File: config.mk
export PLATFORM = sky130hd
export DESIGN_NAME = bsg_then_ready_link_round_robin_masked
export DESIGN_NICKNAME = d
export VERILOG_FILES = /design/src/rtl/bsg_then_ready_link_round_robin_masked_pkg.sv /design/src/rtl/bsg_then_ready_link_round_robin_masked_ptr.sv /design/src/rtl/bsg_then_ready_link_round_robin_masked.sv
export SDC_FILE = /design/constraint.sdc
export NUM_CORES = 1
export LEC_CHECK = 0
export ABC_AREA = 1
export BUFFER_PORTS_ARGS = -buffer_cell sky130_fd_sc_hd__buf_2
export CAP_MARGIN = 30
export CORE_AREA = 2 2 266 268
export DETAILED_ROUTE_END_ITERATION = 16
export DIE_AREA = 0 0 268 270
export PLACE_DENSITY = 0.3
export REMOVE_ABC_BUFFERS = 1
export SLEW_MARGIN = 15
export SYNTH_ARGS = -nofsm -noshare
export SYNTH_HDL_FRONTEND = slang
export SYNTH_SLANG_ARGS = --single-unit
export TNS_END_PERCENT = 100
File: constraint.sdc
create_clock -name clk_i -period 4.9 [get_ports clk_i]
set_input_delay 0.245 -clock clk_i [delete_from_list [all_inputs] [get_ports clk_i]]
set_output_delay 0.245 -clock clk_i [all_outputs]
set_load 0.005 [all_outputs]
File: src/rtl/bsg_then_ready_link_round_robin_masked_pkg.sv
// Chip-level link constants and the lowest-set-bit helper shared by the masked
// round-robin link concentrator.
package bsg_then_ready_link_round_robin_masked_pkg;

  localparam int unsigned MaxLinks = 16;

  localparam int unsigned noc_num_links_gp = 4;
  localparam logic [MaxLinks-1:0] noc_link_default_mask_gp = 16'h000F;
  localparam int unsigned noc_link_burst_len_gp = 1;

  // Index of the lowest set bit; 0 when the mask is empty.
  function automatic int unsigned lowest_set_idx(input logic [MaxLinks-1:0] m);
    int unsigned idx;
    idx = 0;
    for (int i = MaxLinks - 1; i >= 0; i--) begin
      if (m[i]) idx = unsigned'(i);
    end
    return idx;
  endfunction

endpackage

File: src/rtl/bsg_then_ready_link_round_robin_masked_ptr.sv
// Masked round-robin pointer with burst counter; skips disabled links and
// resynchronises to the lowest enabled link on a mask load.
module bsg_link_masked_rr_ptr
  import bsg_then_ready_link_round_robin_masked_pkg::*;
#(
  parameter int unsigned num_in_p = 4,
  parameter int unsigned burst_len_p = 1,
  parameter logic [num_in_p-1:0] default_mask_p = '1,
  localparam int unsigned PtrW = $clog2(num_in_p)
) (
  input  logic                clk,
  input  logic                reset_n,
  input  logic [num_in_p-1:0] mask,
  input  logic                load,
  input  logic [num_in_p-1:0] load_mask,
  input  logic                advance,
  output logic [PtrW-1:0]     ptr
);

  localparam int unsigned CntW = (burst_len_p > 1) ? $clog2(burst_len_p) : 1;

  logic [PtrW-1:0] ptr_q, ptr_d, next_ptr;
  logic [CntW-1:0] cnt_q, cnt_d;
  logic            found;

  // Walk upward from the current index; modulo gives the wrap to the lowest bit.
  always_comb begin
    next_ptr = ptr_q;
    found    = 1'b0;
    for (int i = 1; i < int'(num_in_p); i++) begin
      if (!found && mask[(int'(ptr_q) + i) % int'(num_in_p)]) begin
        found    = 1'b1;
        next_ptr = PtrW'((int'(ptr_q) + i) % int'(num_in_p));
      end
    end
  end

  // A load wins over an advance in the same cycle.
  always_comb begin
    ptr_d = ptr_q;
    cnt_d = cnt_q;
    if (load) begin
      ptr_d = PtrW'(lowest_set_idx(MaxLinks'(load_mask)));
      cnt_d = '0;
    end else if (advance) begin
      if (cnt_q == CntW'(burst_len_p - 1)) begin
        cnt_d = '0;
        ptr_d = next_ptr;
      end else begin
        cnt_d = cnt_q + CntW'(1);
      end
    end
  end

  always_ff @(posedge clk or negedge reset_n) begin
    if (!reset_n) begin
      ptr_q <= PtrW'(lowest_set_idx(MaxLinks'(default_mask_p)));
      cnt_q <= '0;
    end else begin
      ptr_q <= ptr_d;
      cnt_q <= cnt_d;
    end
  end

  always_ff @(posedge clk) begin
    if (reset_n) assert (mask[ptr_q]);
  end

  assign ptr = ptr_q;

endmodule

File: src/rtl/bsg_then_ready_link_round_robin_masked.sv
// Then-ready stream concentrator/reassembler over a maskable set of links,
// visiting enabled links in round-robin order with optional bursts.
module bsg_then_ready_link_round_robin_masked
  import bsg_then_ready_link_round_robin_masked_pkg::*;
#(
  parameter int unsigned width_p = 64,
  parameter int unsigned num_in_p = noc_num_links_gp,
  parameter int unsigned burst_len_p = noc_link_burst_len_gp,
  parameter logic [num_in_p-1:0] default_mask_p = '1
) (
  input  logic                          clk_i,
  input  logic                          reset_n_i,
  input  logic [num_in_p-1:0]           mask_i,
  input  logic                          mask_load_i,
  output logic [num_in_p-1:0]           mask_r_o,
  output logic                          mask_err_o,
  input  logic                          single_v_i,
  input  logic [width_p-1:0]            single_data_i,
  output logic                          single_yumi_o,
  output logic                          single_v_o,
  output logic [width_p-1:0]            single_data_o,
  input  logic                          single_yumi_i,
  output logic [num_in_p-1:0]           links_v_o,
  output logic [num_in_p*width_p-1:0]   links_data_o,
  input  logic [num_in_p-1:0]           links_yumi_i,
  input  logic [num_in_p-1:0]           links_v_i,
  input  logic [num_in_p*width_p-1:0]   links_data_i,
  output logic [num_in_p-1:0]           links_yumi_o,
  output logic [$clog2(num_in_p)-1:0]   tx_ptr_o,
  output logic [$clog2(num_in_p)-1:0]   rx_ptr_o
);

  localparam int unsigned PtrW = $clog2(num_in_p);

  logic [num_in_p-1:0] mask_q, mask_d;
  logic                mask_err_q, mask_err_d;
  logic                load_ok;
  logic [PtrW-1:0]     tx_ptr, rx_ptr;

  assign load_ok = mask_load_i && (mask_i != '0);

  always_comb begin
    mask_d     = load_ok ? mask_i : mask_q;
    mask_err_d = mask_err_q | (mask_load_i && (mask_i == '0));
  end

  always_ff @(posedge clk_i or negedge reset_n_i) begin
    if (!reset_n_i) begin
      mask_q     <= default_mask_p;
      mask_err_q <= 1'b0;
    end else begin
      mask_q     <= mask_d;
      mask_err_q <= mask_err_d;
    end
  end

  bsg_link_masked_rr_ptr #(
    .num_in_p       (num_in_p),
    .burst_len_p    (burst_len_p),
    .default_mask_p (default_mask_p)
  ) u_tx_ptr (
    .clk       (clk_i),
    .reset_n   (reset_n_i),
    .mask      (mask_q),
    .load      (load_ok),
    .load_mask (mask_i),
    .advance   (single_yumi_o),
    .ptr       (tx_ptr)
  );

  bsg_link_masked_rr_ptr #(
    .num_in_p       (num_in_p),
    .burst_len_p    (burst_len_p),
    .default_mask_p (default_mask_p)
  ) u_rx_ptr (
    .clk       (clk_i),
    .reset_n   (reset_n_i),
    .mask      (mask_q),
    .load      (load_ok),
    .load_mask (mask_i),
    .advance   (single_yumi_i & reset_n_i),
    .ptr       (rx_ptr)
  );

  // Handshake outputs are gated by reset so they drop asynchronously.
  always_comb begin
    links_v_o    = '0;
    links_yumi_o = '0;
    if (reset_n_i) begin
      links_v_o[tx_ptr]    = single_v_i;
      links_yumi_o[rx_ptr] = single_yumi_i;
    end
    single_yumi_o = reset_n_i & links_yumi_i[tx_ptr];
    single_v_o    = reset_n_i & links_v_i[rx_ptr];
    single_data_o = links_data_i[rx_ptr*width_p +: width_p];
  end

  assign links_data_o = {num_in_p{single_data_i}};
  assign mask_r_o     = mask_q;
  assign mask_err_o   = mask_err_q;
  assign tx_ptr_o     = tx_ptr;
  assign rx_ptr_o     = rx_ptr;

endmodule

== Word level (Yosys, flattened, before mapping) ==
Cells that the tools add are included.

* Muxes and demuxes: 54
* Magnitude comparators: 10
* Bitwise operators: 12
* Equal/unequal tests: 2
* Add/sub/neg operators: 8
* Shifts and indexed selects: 1
* Reduce and logical (&&, ||, !) cells: 26

{| class="wikitable"
|+ Operators by type and width
! kind !! count
|-
| variable part select 256 x 9 -> 64 bit || 1
|-
| two-way mux 2 bit || 16
|-
| two-way mux 1 bit || 26
|-
| less-than comparator 3 x 4 -> 1 bit, second input constant || 6
|-
| binary-select mux 1 bit (select 2 bit) || 8
|-
| nonzero test 4 bit || 3
|-
| OR reduction 2 bit || 6
|-
| adder 2 bit, second input constant || 4
|-
| AND 4 bit || 2
|-
| logical AND 1 bit || 8
|-
| two-way mux 4 bit || 2
|-
| AND 1 bit, first input constant || 6
|-
| less-than comparator 2 x 3 -> 1 bit, second input constant || 2
|-
| AND reduction 3 bit || 2
|-
| adder 2 x 1 -> 2 bit, second input constant || 2
|-
| demux 1 bit (select 2 bit) || 2
|-
| greater-or-equal comparator 2 x 1 -> 1 bit, second input constant || 2
|-
| logical NOT 1 bit || 4
|-
| logical NOT 4 bit || 1
|-
| != test 2 bit, second input constant || 2
|-
| nonzero test 2 bit || 2
|-
| AND 1 bit || 3
|-
| adder 1 bit, second input constant || 2
|-
| bitwise OR 1 bit || 1
|}

* Bits in registers: 11
* Word-level logic and storage cells: 119
* Output and inout bits: 339
* Input port bits: 337

== Longest topological paths before layout ==
Gate-level depths: netlist of the first run.

* Depth in word-level cells: 16
* Gate-level depth with buffers: 14
* Gate-level depth less buffers: 11

== Cells and area by module ==
From an unflattened synthesis of the first run, not the netlist that was laid out.

* Cell total of the unflattened synthesis: 781
* Area, all modules: 4575.6 sq um

{| class="wikitable"
|+ Modules (own cells, without submodules)
! module !! instances !! cells each !! area an instance (sq um) !! seq. area each (sq um)
|-
| bsg_then_ready_link_round_robin_masked || 1 || 665 || 3935.0 || 130.1
|-
| bsg_link_masked_rr_ptr || 2 || 58 || 320.3 || 50.0
|}

== Worst setup path before layout of the first run ==
No wires, ideal clock.

* Path type: flip-flop to flip-flop
* From: register u_rx_ptr.ptr_q[0] (netlist: u_rx_ptr.ptr[0])
* To: register u_rx_ptr.ptr_q[1] (netlist: u_rx_ptr.ptr[1])
* Required time: 4.779 ns
* Library setup time: 0.121 ns
* Data arrival time: 1.934 ns
* Cell stages (with the launch flop): 14
* Slack: 2.845 ns
* Clock period less this slack: 2.055 ns
* Path buffers: 3
* Path through: dfrtp_1 -> inv_2 -> buf_6 -> buf_4 -> buf_2 -> ha_1 -> inv_1 -> nand3_2 -> nand2_4 -> nand2_2 -> o21bai_2 -> nand2_2 -> nor2_1 -> a21oi_1

* Word-level cells in the longest chain between the ends: 14
* Elaborated cells between the ends (all ways): 26
* Classes of those cells: add/sub (3); mux (17); reduce/logical (6)

{| class="wikitable"
|+ Ends and longest elaborated chain
! element !! line !! RTL
|-
| start, declared || bsg_then_ready_link_round_robin_masked_ptr.sv:22 || <nowiki>logic [PtrW-1:0] ptr_q, ptr_d, next_ptr;</nowiki>
|-
| start signal, assigned || bsg_then_ready_link_round_robin_masked_ptr.sv:57 || <nowiki>ptr_q <= PtrW'(lowest_set_idx(MaxLinks'(default_mask_p)));</nowiki>
|-
| start signal, assigned || bsg_then_ready_link_round_robin_masked_ptr.sv:60 || <nowiki>ptr_q <= ptr_d;</nowiki>
|-
| adder 2 x 1 -> 2 bit || bsg_then_ready_link_round_robin_masked_ptr.sv:31, bsg_then_ready_link_round_robin_masked_ptr.sv:33 ||
|-
| binary-select mux 1 bit (select 2 bit) || bsg_then_ready_link_round_robin_masked_ptr.sv:31 || <nowiki>if (!found && mask[(int'(ptr_q) + i) % int'(num_in_p)]) begin</nowiki>
|-
| two-way mux 1 bit (implied by the code) (2 in a row) || bsg_then_ready_link_round_robin_masked_ptr.sv:31 ||
|-
| two-way mux 1 bit || bsg_then_ready_link_round_robin_masked_ptr.sv:31 ||
|-
| logical NOT 1 bit || bsg_then_ready_link_round_robin_masked_ptr.sv:31 ||
|-
| logical AND 1 bit || bsg_then_ready_link_round_robin_masked_ptr.sv:31 ||
|-
| two-way mux 1 bit || bsg_then_ready_link_round_robin_masked_ptr.sv:31 ||
|-
| logical NOT 1 bit || bsg_then_ready_link_round_robin_masked_ptr.sv:31 ||
|-
| logical AND 1 bit || bsg_then_ready_link_round_robin_masked_ptr.sv:31 ||
|-
| two-way mux 2 bit || bsg_then_ready_link_round_robin_masked_ptr.sv:31 ||
|-
| two-way mux 2 bit || bsg_then_ready_link_round_robin_masked_ptr.sv:46 || <nowiki>if (cnt_q == CntW'(burst_len_p - 1)) begin</nowiki>
|-
| two-way mux 2 bit || bsg_then_ready_link_round_robin_masked_ptr.sv:45 || <nowiki>end else if (advance) begin</nowiki>
|-
| two-way mux 2 bit || bsg_then_ready_link_round_robin_masked_ptr.sv:42 || <nowiki>if (load) begin</nowiki>
|}

Parallel ways exist; a longest one is shown, timed or not. The select of a mux whose other input is x is not followed.
A chain may end at the register's enable or synchronous reset.

== Final worst setup path of the first run ==
* From: register u_rx_ptr.ptr_q[0] (netlist: u_rx_ptr.ptr[0])
* To: output port single_data_o[48]

* Word-level cells in the longest chain between the ends: 1

{| class="wikitable"
|+ Ends and longest elaborated chain
! element !! line !! RTL
|-
| variable part select 256 x 9 -> 64 bit || bsg_then_ready_link_round_robin_masked.sv:95 || <nowiki>single_data_o = links_data_i[rx_ptr*width_p +: width_p];</nowiki>
|-
| end, declared || bsg_then_ready_link_round_robin_masked.sv:21 || <nowiki>output logic [width_p-1:0] single_data_o,</nowiki>
|}

Every way passes these cells.

==> results of run 1 <==
[sequential cells by signal, summed over array words and instances, names as in the netlist]
register / count
u_rx_ptr.ptr: 2
mask_r_o: 4
mask_err_o: 1
u_tx_ptr.ptr: 2
[per-layer routing]
metal  share of wire (%)  up-vias  wire, um
met3                  19       39     12000
met1                  32     2949     19500
met2                  45      669     27800
met5                0.60        -       373
met4                 3.5       14      2180
li1                    -     2532         -
[area by class of cell]
| type | instances | area (um^2) |
|---|---|---|
| fillers | 8322 | 63800 |
| multi-input cells | 467 | 2280 |
| repair buffers | 364 | 1850 |
| well taps | 940 | 1180 |
| flip-flops and latches | 9 | 235 |
| inverters | 24 | 95.1 |
| clock buffers | 4 | 78.8 |
| diodes | 4 | 10.0 |
[worst max path at each step]
stage,cells after the start,startpoint,slack (ps),to
2_1_floorplan,11,u_rx_ptr.ptr[0]$_DFFE_PN0P_,-170,u_rx_ptr.ptr[0]$_DFFE_PN0P_
3_3_place_gp,5,u_rx_ptr.ptr[0]$_DFFE_PN0P_,1840,single_data_o[22]
3_5_place_dp,5,u_rx_ptr.ptr[0]$_DFFE_PN0P_,1860,single_data_o[48]
4_1_cts,5,u_rx_ptr.ptr[0]$_DFFE_PN0P_,1600,single_data_o[48]
5_1_grt,5,u_rx_ptr.ptr[0]$_DFFE_PN0P_,1570,single_data_o[48]
6_report,5,u_rx_ptr.ptr[0]$_DFFE_PN0P_,1670,single_data_o[48]
[through the flow]
step	instance area, um^2	setup TNS, ps	cells	hold slack [ps]
2_1_floorplan	2600	-277	500	-50.6
3_3_place_gp	5620	0	1803	165
5_1_grt	5710	0	1810	266
3_5_place_dp	5620	0	1803	174
6_report	5720	0	1812	241
4_1_cts	5710	0	1808	241
[cells by family after synthesis]
logic type / after synthesis / synth area share (%)
buffers and inverters: 326 / 47.2
DFF: 9 / 4.85
AOI/OAI and AO/OA: 209 / 24.0
and+or+nand+nor: 250 / 21.8
adders and majority gates: 8 / 2.11
[power by group]
| group | internal [mW] | total (mW) | switching [mW] | leakage [nW] |
|---|---|---|---|---|
| Clock | 0.109 | 0.144 | 0.0349 | 0.0382 |
| Combinational | 0.875 | 2.79 | 1.92 | 2.43 |
| Sequential | 0.102 | 0.217 | 0.115 | 0.0971 |
[synthesized netlist by cell type]
cell type,number,area [um^2]
o21ai_2,1,8.76
ha_1,8,100
buf_2,19,95.1
o21bai_1,1,7.51
nor2_1,153,574
nor4_1,1,6.26
inv_4,1,6.26
nand2_4,2,22.5
o22ai_1,64,400
inv_1,21,78.8
a21oi_1,5,25.0
dfstp_2,4,105
a21boi_0,1,7.51
nand2_1,60,225
buf_4,258,1940
o21ai_0,136,681
clkbuf_1,22,82.6
o21bai_2,1,11.3
nand3_2,4,40.0
dfrtp_1,5,125
inv_2,2,7.51
nand4_1,5,31.3
buf_6,3,33.8
nand3_1,17,85.1
nand2_2,8,50.1
[worst max-delay path, cell delays in order, from the launching register on]
cell,delay (ps)
dfrtp_4,700
inv_4,570
buf_4,420
o21ai_0,120
o22ai_1,620
buf_2,270
[timing repair]
| action | CTS | global route |
|---|---|---|
| gates resized for setup | 0 | 0 |
| hold endpoints to repair | 5 | 0 |
| hold buffers | 1 | 0 |
==> results by group, run 1 <==
Cells and area
  – Highest-count cells in the layout ignoring fill and taps: buf_2, nor2_1, o21ai_0
  – Most common cell after layout, fill and taps aside: buf_2
  – Nets: roughly 1200
  – Syn-to-layout area delta: 20.5%
  – Core Util, Final: between 8 and 9%
  – Fraction of layout cells with a size suffix above 1: between 40% and 50%

Routing
  – Via-per-instance ratio: approximately 3.4
  – Post-DRT Antenna Nets: 0
  – DRT Wirelength: between 60 and 70 mm
  – First-iteration detailed-routing DRC count: 450
  – Wire length per cell: ~34 um
  – Drt drc: 0
  – Via count: 6203
  – Initial DRT Pass Iterations: 4

Timing
  – Measured slew at the worst slew-check pin: approximately 880 ps
  – Max_slew headroom: about two fifths
  – Count of final setup violators: 0
  – Slew Viols, Final: 0
  – Fin crit share: between 60% and 70%
  – Clock skew: between 0.8 and 0.9 ps
  – Crit path time final: 3230 ps
  – Final worst slack: between 1500 and 2000 ps
  – Final Hold Vio Count: 0
  – FMAX: between 0.3 and 0.4 GHz
  – RSZ-0062 raised after global routing: no

Clock tree
  – Htree depth: 1
  – Number of setup buffers added after CTS: 0
  – Cts bufs inserted: 3
  – Root Buffer Master: clkbuf_16
  – Max Root-Sink Buffers: 2
  – Clk_lat worst skew: 230 ps
  – # clock sinks: 9
  – CTS tree: yes
  – Clock transition at path regs: 40 ps

Yosys
  – Syn_area_per_cell: just under 6 um^2
  – Yosys warnings: 0
  – Register area share after synthesis: 4.85%
  – Synth cell types: 25
  – Synthesized cell area: 0.00475 mm^2
  – Post-Syn Instances: ~800
  – Post-synthesis register bit count: 9

Run
  – Max cap viols: 0

Global route
  – Gr usage total: between 10% and 20%
  – Initial antenna violation count: 6
  – First-pass GRT wire length: around 75 mm
  – Met1 Use GR: 14.9%
  – Grt met3 use: ~14%
  – Busiest metal layer after global routing: met2
  – Largest net degree at the start of global routing: 73
  – Met2 usage: roughly a quarter
  – Vias in the first global route: ~6100
  – Gr ovfl total: 0

Pwr
  – PD cells: roughly 550 mW/mm^2
  – VDD IR max: ~0.22 mV
  – Static Leak: ~2.6 nW
  – PnR Total Power: roughly 3.2 mW

Worst hold path
  – Hold path cells: 3
  – Worst hold path startpoint: mask_i[3]
  – Hold crit path type: primary input to register
  – Worst hold endpoint: mask_r_o[3]$_DFFE_PN1P_

Floorplan
  – Area of the die: 0.0724 mm^2
  – Core Region: between 0.06 and 0.07 mm^2
  – Starting Density: a little under 7%
  – Die height: 270 um
  – Die X-Extent: about 270 um
  – Io pins: roughly 680
  – Row count: 97

Placed design
  – Place WS: between 1500 and 2000 ps
  – Port bufs: about 360
  – Routability cong.: around 0.83
  – DP Wirelength: around 54 mm

Status
  – Status: finished clean

Critical path
  – Worst path required time: 4660 ps
  – Crit Path Max Fanout: 55
  – Startpoint Class: register
  – Worst r2r dst: u_rx_ptr.ptr[0]$_DFFE_PN0P_
  – WS Path Type: register to output pin
  – Worst EP arrival: around 3000 ps
  – Reg2Reg Depth: 11
  – Reg2reg setup slack: 2340 ps
  – Crit. End Element: output pin
  – Crit Reg-Reg Startpoint: u_rx_ptr.ptr[0]$_DFFE_PN0P_
Note: power is estimated with default switching activity, not from simulation.
==> run 2, diff against run 1 <==
--- a/config.mk
+++ b/config.mk
@@ -5,12 +5,12 @@
 export SDC_FILE = /design/constraint.sdc
 export NUM_CORES = 1
 export LEC_CHECK = 0
-export ABC_AREA = 1
+export ABC_AREA = 0
 export BUFFER_PORTS_ARGS = -buffer_cell sky130_fd_sc_hd__buf_2
 export CAP_MARGIN = 30
-export CORE_AREA = 2 2 266 268
+export CORE_AREA = 2 2 262 264
 export DETAILED_ROUTE_END_ITERATION = 16
-export DIE_AREA = 0 0 268 270
+export DIE_AREA = 0 0 264 266
 export PLACE_DENSITY = 0.3
 export REMOVE_ABC_BUFFERS = 1
 export SLEW_MARGIN = 15
==> constraint.sdc (replaced) <==
create_clock -name clk_i -period 2.6 [get_ports clk_i]
set_input_delay 0.13 -clock clk_i [delete_from_list [all_inputs] [get_ports clk_i]]
set_output_delay 0.13 -clock clk_i [all_outputs]
set_load 0.005 [all_outputs]
==> results by group, run 2 <==
Status
  – Status: finished clean

Critical path
  – Reg2Reg Depth: 5 (-6)
  – WS Path Type: register to output pin
  – Crit. End Element: output pin
  – Worst path required time: 2470 ps (-2190 ps)
  – Worst r2r dst: u_rx_ptr.ptr[0]$_DFFE_PN0P_
  – Reg2reg setup slack: 570 ps (-1770 ps)
  – Startpoint Class: register
  – Crit Path Max Fanout: 38 (-31%)
  – Crit Reg-Reg Startpoint: u_rx_ptr.ptr[0]$_DFFE_PN0P_
  – Worst EP arrival: 2120 ps (-860 ps)

Timing
  – FMAX: approximately 0.44 GHz
  – Final Hold Vio Count: 0 (unchanged)
  – Crit path time final: approximately 2300 ps
  – Count of final setup violators: 0 (unchanged)
  – Slew Viols, Final: 0 (unchanged)
  – Clock skew: 2.30 ps (+1.48 ps)
  – Hold_ws: 122 ps (-119 ps)
  – Max_slew headroom: 63.5% (+22 points)
  – Measured slew at the worst slew-check pin: 548 ps (-328 ps)
  – Fin crit share: between 80 and 90%
  – RSZ-0062 raised after global routing: no

Global route
  – Largest net degree at the start of global routing: 71 (-2.7%)
  – Gr usage total: 13.2% (-3.0 points)
  – Vias in the first global route: 4308 (-29%)
  – Gr ovfl total: 0 (unchanged)
  – Initial antenna violation count: 6 (unchanged)
  – First-pass GRT wire length: 58.6 mm (-22%)

Routing
  – Via count: 4316 (-30%)
  – DRT Wirelength: 48.8 mm (-21%)
  – Initial DRT Pass Iterations: 4 (unchanged)
  – Post-DRT Antenna Nets: 0 (unchanged)
  – Wire length per cell: 34.8 um (+1.9%)
  – Via-per-instance ratio: 3.08 (-10%)
  – Drt drc: 0 (unchanged)
  – First-iteration detailed-routing DRC count: 252 (-44%)

Pwr
  – PnR Total Power: 4.02 mW (+27%)
  – Sw frac: 50.1% (-15 points)
  – Internal power: 2.00 mW (+85%)
  – Sequential share of power: 6.1% (-0.8 points)
  – Net Switching: 2.01 mW (-2.7%)
  – Logic pwr share: 87.0% (-1.6 points)
  – Static Leak: 2.32 nW (-9.6%)
  – Clock power share: 7.0% (+2.4 points)
  – VDD IR max: 0.395 mV (+80%)
  – PD cells: 739 mW/mm^2 (+34%)

Clock tree
  – Hold buffer count at cts: 1 (unchanged)
  – Post-cts sizing count: 0 (unchanged)
  – Number of setup buffers added after CTS: 0 (unchanged)
  – Root Buffer Master: clkbuf_16
  – Clock transition at path regs: 40 ps (about the same)
  – CTS tree: yes
  – Htree depth: 1 (unchanged)
  – Clk_lat worst skew: 240 ps (about the same)
  – Cts bufs inserted: 3 (unchanged)
  – # clock sinks: 9 (unchanged)
  – Max Root-Sink Buffers: 2 (unchanged)

Floorplan
  – Row count: 96 (-1.0%)
  – Die height: 266 um (-1.5%)
  – Die X-Extent: 264 um (-1.5%)
  – Io pins: 676 (unchanged)
  – Core Region: 0.0677 mm^2 (-2.6%)
  – Area of the die: 0.0702 mm^2 (-3.0%)
  – Starting Density: 6.46% (-0.36 points)

Worst hold path
  – Worst hold path startpoint: mask_i[1]
  – Hold crit path type: primary input to register
  – Worst hold endpoint: mask_r_o[1]$_DFFE_PN1P_
  – Hold path cells: 3 (unchanged)

Run
  – Max cap viols: 0 (unchanged)

Placed design
  – DP Wirelength: 42.4 mm (-21%)
  – Routability cong.: 0.775 (-6.1%)
  – Port bufs: 355 (unchanged)

Cells and area
  – Fraction of layout cells with a size suffix above 1: 86.6% (+41 points)
  – Highest-count cells in the layout ignoring fill and taps: buf_2, mux4_2, and3_1
  – Max reg flops: 4 (unchanged)
  – Syn-to-layout area delta: 24.1%
  – Antenna diode count: 0 (-4)
  – Most common cell after layout, fill and taps aside: buf_2
  – Nets: 867 (-29%)
  – Core Util, Final: 8.02% (-0.20 points)

Yosys
  – Post-synthesis register bit count: 9 (unchanged)
  – Number of enable flip-flop cells after synthesis: 0 (unchanged)
  – Synth cell types: 40 (+60%)
  – Syn_area_per_cell: 10.2 um^2 (+73%)
  – Cell with the most instances after synthesis: buf_4
  – Main flop type after synthesis: dfrtp_1
  – Top cell type's share of synthesized area: 43.9% (+3.1 points)
  – Asr flop ratio synth: 100% (unchanged)
  – Area leader, netlist: buf_4
  – Register area share after synthesis: 5.26% (+0.41 points)
  – Yosys warnings: 0 (unchanged)
  – Post-Syn Instances: 428 (-47%)
  – Area contributors post-synth: buf_4, mux4_2, dfrtp_1, dfstp_2, ha_1
  – Synthesized cell area: 0.00438 mm^2 (-7.8%)
  – Synth cell count leaders: buf_4, mux4_2, and3_1, buf_2, ha_1
run 2: cell types whose count changed after synthesis, moves of 8 or more:
cell | before | now
o21ai_0 | 136 | 0
and3_1 | 0 | 9
mux4_2 | 0 | 71
buf_2 | 19 | 8
nor2_1 | 153 | 7
inv_1 | 21 | 6
nand2_2 | 8 | 0
o22ai_1 | 64 | 0
clkbuf_1 | 22 | 6
nand3_1 | 17 | 1
nand2_1 | 60 | 7
run 2: worst max path at each step:
stage	from	to	slack [ps]	cells past startpoint
after detailed placement	u_rx_ptr.ptr[0]$_DFFE_PN0P_	single_data_o[52]	540	4
after global placement	u_rx_ptr.ptr[0]$_DFFE_PN0P_	single_data_o[52]	530	4
after global routing	u_rx_ptr.ptr[0]$_DFFE_PN0P_	single_data_o[52]	200	4
after CTS	u_rx_ptr.ptr[0]$_DFFE_PN0P_	single_data_o[52]	260	4
final	u_rx_ptr.ptr[0]$_DFFE_PN0P_	single_data_o[52]	350	4
after floorplan	u_rx_ptr.ptr[0]$_DFFE_PN0P_	u_rx_ptr.ptr[0]$_DFFE_PN0P_	-2050	6
run 2: kinds of logic after synthesis:
family | Yosys count | synth area share (%)
DFF | 9 | 5.26
adders and majority gates | 8 | 2.29
xor gates and xnor gates | 1 | 0.200
AOI/OAI and AO/OA | 21 | 4.06
buffers and inverters | 281 | 46.6
muxes | 77 | 38.0
and+or+nand+nor | 31 | 3.60
run 2: per-stage QoR:
stage / setup WS (ps) / cell area (um^2) / instances / TNS, ps
2_1_floorplan: -2050 / 2360 / 153 / -77160
3_3_place_gp: 535 / 5350 / 1398 / 0
3_5_place_dp: 538 / 5350 / 1398 / 0
4_1_cts: 257 / 5440 / 1403 / 0
5_1_grt: 205 / 5440 / 1403 / 0
6_report: 348 / 5440 / 1403 / 0
run 2: final cells by class:
| type | instances | area (um^2) |
|---|---|---|
| fill | 7969 | 62300 |
| multi-input combinational | 138 | 2110 |
| timing repair buffer | 364 | 1880 |
| tap | 882 | 1100 |
| sequential | 9 | 238 |
| clock buffer | 3 | 75.1 |
| inverter | 6 | 22.5 |
| clock inverter | 1 | 5.00 |
run 2: power by group through the flow:
stage	Combinational (mW)	Sequential, mW	Clock [mW]
finish	3.49	0.244	0.279
CTS	3.71	0.244	0.286
global route	3.80	0.252	0.293
detailed placement	3.67	0.245	0
global placement	3.68	0.244	0
floorplan	1.47	0.552	0
run 2: critical path, stage by stage (launching register included):
cell	delay [ps]
dfrtp_4	460
buf_12	210
buf_12	320
mux4_2	640
buf_2	170
run 2: per-layer routing:
layer | vias to the layer above | wire length [um] | GRT usage [%]
met5 | - | 418 | 4.37
met4 | 14 | 709 | 2.07
met3 | 36 | 9080 | 11.0
met2 | 631 | 20400 | 19.3
met1 | 2162 | 18200 | 14.4
li1 | 1473 | - | -
